$ cat config.mk
export PLATFORM = sky130hd
export DESIGN_NAME = scan_harness
export DESIGN_NICKNAME = d
export VERILOG_FILES = /design/src/rtl/scan_harness.sv
export SDC_FILE = /design/constraint.sdc
export NUM_CORES = 1
export LEC_CHECK = 0
export CORE_MARGIN = 4
export CORE_UTILIZATION = 50
export DETAILED_ROUTE_END_ITERATION = 6
export GPL_TIMING_DRIVEN = 0
export HOLD_SLACK_MARGIN = 0.03
export PLACE_DENSITY = 0.87
export SLEW_MARGIN = 0
export SYNTH_ARGS = -nofsm -noshare
export SYNTH_HDL_FRONTEND = slang
export SYNTH_SLANG_ARGS = --single-unit
$ cat constraint.sdc
create_clock -name clk -period 23.9 [get_ports clk]
set_input_delay 4.78 -clock clk [delete_from_list [all_inputs] [get_ports clk]]
set_output_delay 4.78 -clock clk [all_outputs]
set_load 0.02 [all_outputs]
$ cat src/rtl/scan_harness.sv
// Serial scan validation wrapper around a crypto core: loads a stimulus vector, launches it
// with single-cycle pulses, measures core latency and captures the result for serial unload.
module scan_harness #(
   parameter int IN_W       = 168,
   parameter int OUT_W      = 32,
   parameter int CNT_W      = 16,
   parameter int PULSE_BITS = 3
) (
   input  logic             clk,
   input  logic             rst,
   input  logic             scan_en,
   input  logic             scan_in,
   input  logic             begin_validate,
   output logic             scan_out,
   output logic             busy,
   input  logic [IN_W-1:0]  func_in,
   output logic [IN_W-1:0]  core_in,
   input  logic [OUT_W-1:0] core_out,
   input  logic             core_done,
   output logic [OUT_W-1:0] func_out,
   output logic             func_done
);

   localparam int SO_W = OUT_W + CNT_W + 2;
   localparam logic [IN_W-1:0] PULSE_MASK = {{PULSE_BITS{1'b0}}, {(IN_W-PULSE_BITS){1'b1}}};
   localparam logic [CNT_W-1:0] CNT_MAX = '1;

   typedef enum logic [2:0] {IDLE, LOAD, LAUNCH, RUN, HOLD} state_t;

   state_t            state;
   logic [IN_W-1:0]   in_chain;
   logic [SO_W-1:0]   out_chain;
   logic [CNT_W-1:0]  cnt;

   // Dropping begin_validate aborts everything and keeps both chains; in IDLE the in-chain
   // still shifts so a vector can be preloaded before the session starts.
   always_ff @(posedge clk or posedge rst) begin
      if (rst) begin
         state     <= IDLE;
         in_chain  <= '0;
         out_chain <= '0;
         cnt       <= '0;
      end else if (!begin_validate) begin
         if (state == IDLE && scan_en)
            in_chain <= {in_chain[IN_W-2:0], scan_in};
         state <= IDLE;
      end else begin
         case (state)
            IDLE: begin
               if (scan_en)
                  in_chain <= {in_chain[IN_W-2:0], scan_in};
               state <= LOAD;
            end
            LOAD: begin
               if (scan_en) begin
                  in_chain <= {in_chain[IN_W-2:0], scan_in};
               end else begin
                  cnt   <= '0;
                  state <= LAUNCH;
               end
            end
            // The LAUNCH cycle is latency index 0, so a done seen there captures cnt=0.
            LAUNCH, RUN: begin
               if (core_done) begin
                  out_chain <= {1'b0, 1'b1, cnt, core_out};
                  state     <= HOLD;
               end else if (cnt == CNT_MAX) begin
                  out_chain <= {1'b1, 1'b0, cnt, core_out};
                  state     <= HOLD;
               end else begin
                  cnt   <= cnt + 1'b1;
                  state <= RUN;
               end
            end
            HOLD: begin
               if (scan_en) begin
                  in_chain  <= {in_chain[IN_W-2:0], scan_in};
                  out_chain <= {out_chain[SO_W-2:0], 1'b0};
               end
            end
            default: state <= IDLE;
         endcase
      end
   end

   // Pins see the core directly only in IDLE; pulses reach the core unmasked only in LAUNCH.
   always_comb begin
      core_in   = in_chain & PULSE_MASK;
      func_out  = '0;
      func_done = 1'b0;
      if (state == IDLE) begin
         core_in   = func_in;
         func_out  = core_out;
         func_done = core_done;
      end else if (state == LAUNCH) begin
         core_in = in_chain;
      end
   end

   assign busy     = (state == LAUNCH) || (state == RUN);
   assign scan_out = (state == HOLD) && scan_en && out_chain[SO_W-1];

endmodule

# Word level (Yosys, flattened, before mapping)
# Cells that the tools add are included.
# totals
inputBits	206
reg_bits	237
# classes
n_addsub	1
eq_ne	14
mux	21
reduce_logical	14
# op_table
op	count
$mux 168	6
$mux 50	3
$pmux 50 s2	1
$mux 16	3
$mux 32	1
$pmux 16 s2	1
$add 16x1->16 const B	1
$eq 16x16->1 const B	1
$ne 2x2->1 const B	7
$mux 3	4
$pmux 3 s4	1
$eq 3x2->1 const B	2
$ne 3x3->1 const B	2
$reduce_bool 2->1	3
$reduce_and 5->1	1
$reduce_and 4->1	1
$eq 3x1->1 const B	1
$eq 3x3->1 const B	1
$logic_and 1x1->1	3
$logic_not 3->1	1
$reduce_and 3->1	1
$reduce_or 3->1	1
$reduce_and 2->1	1
$reduce_or 2->1	1
2 further kinds	2

# Depth between registers and ports, before layout
# logic_depth
word_depth	5
ltp_mapped	9
depth_no_buf	7

# Worst setup path after synthesis
# No wires, ideal clock.
# synth_timing
path_type	input -> output
start	in func_in[166]
end	out core_in[166]
required_time_ns	19.120
path_slack_ns	13.833
path_stages	2
t_arrival_ns	5.287
path_cell_list	mux2i_1 > nor3_1
# synth_via
elab_chain_cells	1
# synth_lines
element	line	source
from (decl)	16	input logic [IN_W-1:0] func_in,
$mux 168	91	if (state == IDLE) begin
to (decl)	17	output logic [IN_W-1:0] core_in,
# No other way between the ends.

# Final worst setup path
# Ends and elaborated chain as after synthesis.

==> metrics.yaml <==
numCtsBuffers: 24
ir_worst_vdd_mv: 0.04257
syn-instance-count: 926
clk_pin_slew_ns: 0.06
port_buffers: 408
final_cell_mix: "clkdlybuf4s50_1, mux2_2, dfrtp_1"
netlist_area_mm2: 0.01188
min-delay-start: "out_chain[48]$_DFFE_PP0P_"
r2r_start: "state[0]$_DFFE_PP0P_"
fin_total_pwr_uw: 1192
grt_setup_unrepaired: "false"
vias_per_cell: 5.313
p_seq_share_pct: 39.7
drt_iter0_drc: 367
critical_path.max_stage_delay_ns: 0.74
end_kind: "output port"
die_y_um: 162.2
arrival_ns: 6.22
fin_area_mm2: 0.01722
worstSkewPairLatency_ns: 0.50
leakage_uw: 0.007729
p_sw_uw: 340.8
ys_ff_latch: 237
place.gp.congestion: 0.8459
ioPinCount: 409
vias: 9021
slew_headroom_pct: 28.02
final_util_pct: 73.60
crit_buf_inv: 2
cp-startpoint: "func_in[166]"
synth_top_area_cell: "dfrtp_1"
fin_crit_sh_pct: 46.02
p_int_uw: 850.8
wl_per_cell_um: 19.94
grt_pass1_vias: 9830
antenna_found_initial: 2
synth.avg_cell_area_um2: 12.83
max_cap_viol_count: 0
setup_viol_count_final: 0
p_comb_share_pct: 28.4
drive_above_1_share_pct: 30.62
grt_max_degree: 137
p_clk_share_pct: 31.9
cts_tree: "yes"
clock_path_buffers: 3
drc: 0
drt_wl_total_um: 33870
synth_top_area_share_pct: 49.91
core-area_mm2: 0.02340
cp_top_family: "buffers and inverters"
crit_fanout: 1
hold_path.class: "reg -> reg"
min_period_ns: 11.00
tightestPinTransition_ns: 1.071
final.setup_skew_ns: 0.01144
root_buffer: "clkbuf_16"
syn-num-nets: 1133
dr.pass1.iters: 4
grt_pass1_wl_um: 53260
fin_hold_ws_ns: 0.4753
place_area_mm2: 0.01640
cp_common_cell: "clkdlybuf4s50_1"
p_sw_share_pct: 28.60
required_ns: 19.12
timing.final.max_slew_violations: 0
max_freq_ghz: 0.09091
overflow: 0
rows: 56
dieWidth_um: 162.2
clock-sinks: 237
cp-start-kind: "primary input"
yosysWarnings: 0
grtUsageTotal_pct: 25.36
start_util_pct: 50.78
yosys-top-cells-area: "dfrtp_1, mux2_2, mux2i_1"
area_growth_pct: 44.94
synth_flop_cell: "dfrtp_1"
nets: 1568
ys_seq_area_share_pct: 49.91
slowest_stage: "clkdlybuf4s50_1"
outcome: "complete, no violations"
cts_hold_buffers: 0
async_flop_share_pct: 100.0
path_cells: "clkdlybuf4s50_1 > mux2i_1 > nor3_1 > clkdlybuf4s50_1"
layout_commonest_cell: "clkdlybuf4s50_1"
post_cts_buffers: 0
synth.distinct_cells: 48
post-dp-hpwl_um: 25950
htreeDepth: 1
cts_resized: 0
tns_ns: 0
power_density_mw_per_mm2: 69.18
synth_edf_count: 0
crit_type: "in -> out"
hold_viol: 0
ant_nets: 0
dieArea_mm2: 0.02630
## cell families after synthesis
family	Yosys count	share of synthesized area [%]
xor+xnor	2	0.1474
flops	237	49.91
simple gates	158	7.075
mux	382	35.68
compound gates	77	3.927
buf+inv	68	3.064
fa+ha+maj	2	0.2000
## metal layers
metal,vias up,share of wire (%),track usage [%]
li1,4181,-,-
met2,292,52,46.61
met1,4516,40,31.26
met5,-,0.059,0
met3,30,6.5,5.252
met4,2,1.3,4.498
## worst reg2reg max path, stage by stage, from the launching register on
cell,delay (ns)
dfrtp_1,0.36
buf_2,0.18
maj3_2,0.33
nor3b_2,0.50
buf_2,0.39
buf_4,0.26
mux2_2,0.36
## cell usage after synthesis (2+ instances only)
cell type  count
buf_2         21
inv_2          2
or3_1          6
or4_1          2
buf_4         15
mux2_1         9
a21o_1         3
mux2i_1       49
inv_1          2
buf_6          3
and3_1         7
nand2_1       65
a21oi_1        4
mux2_2       324
o21ai_1        6
a211o_1        6
clkbuf_2       3
o21ai_0       50
and2_1        35
a221o_1        2
nand4_1        3
nor3b_1        3
clkbuf_1      22
dfrtp_1      237
nand3_1        8
nor3_1        12
nor2_1         6
## cell type report
class,instances,area [um^2]
diodes,1,2.502
plain buffers,64,349.1
clock buffers,32,701.9
clock inverters,11,117.6
fillers,1676,6178
inverters,4,22.52
multi-input cells,621,5589
flip-flops and latches,237,5931
well taps,319,399.1
repair buffers,409,4111
## power by group through the flow
stage	registers [uW]	logic [uW]	clock network, uW
floorplan	466	191	0
global placement	478	333	0
detailed placement	481	339	0
CTS	474	342	389
global route	479	361	408
finish	473	338	380
## worst paths after layout
check,end,slack (ns),cells after the start
setup / recovery,core_in[166],12.90,4
hold / removal,out_chain[48]$_DFFE_PP0P_,0.48,2
setup reg to reg,in_chain[110]$_DFFE_PP0P_,21.41,6
hold reg to reg,out_chain[48]$_DFFE_PP0P_,0.48,2
max in group asynchronous,in_chain[126]$_DFFE_PP0P_,18.03,3
min in group asynchronous,in_chain[82]$_DFFE_PP0P_,4.77,2
## flip-flops by register name, indices dropped and copies added (netlist names)
signal / flops
cnt: 16
in_chain: 168
out_chain: 50
state: 3
## metrics by stage
| stage | instances | setup slack [ns] |
|---|---|---|
| floorplan | 926 | 12.62 |
| global placement | 1653 | 9.932 |
| detailed placement | 1654 | 12.93 |
| CTS | 1697 | 12.89 |
| global route | 1698 | 12.86 |
| finish | 1698 | 12.90 |
Power figures use the tool's default switching activity.
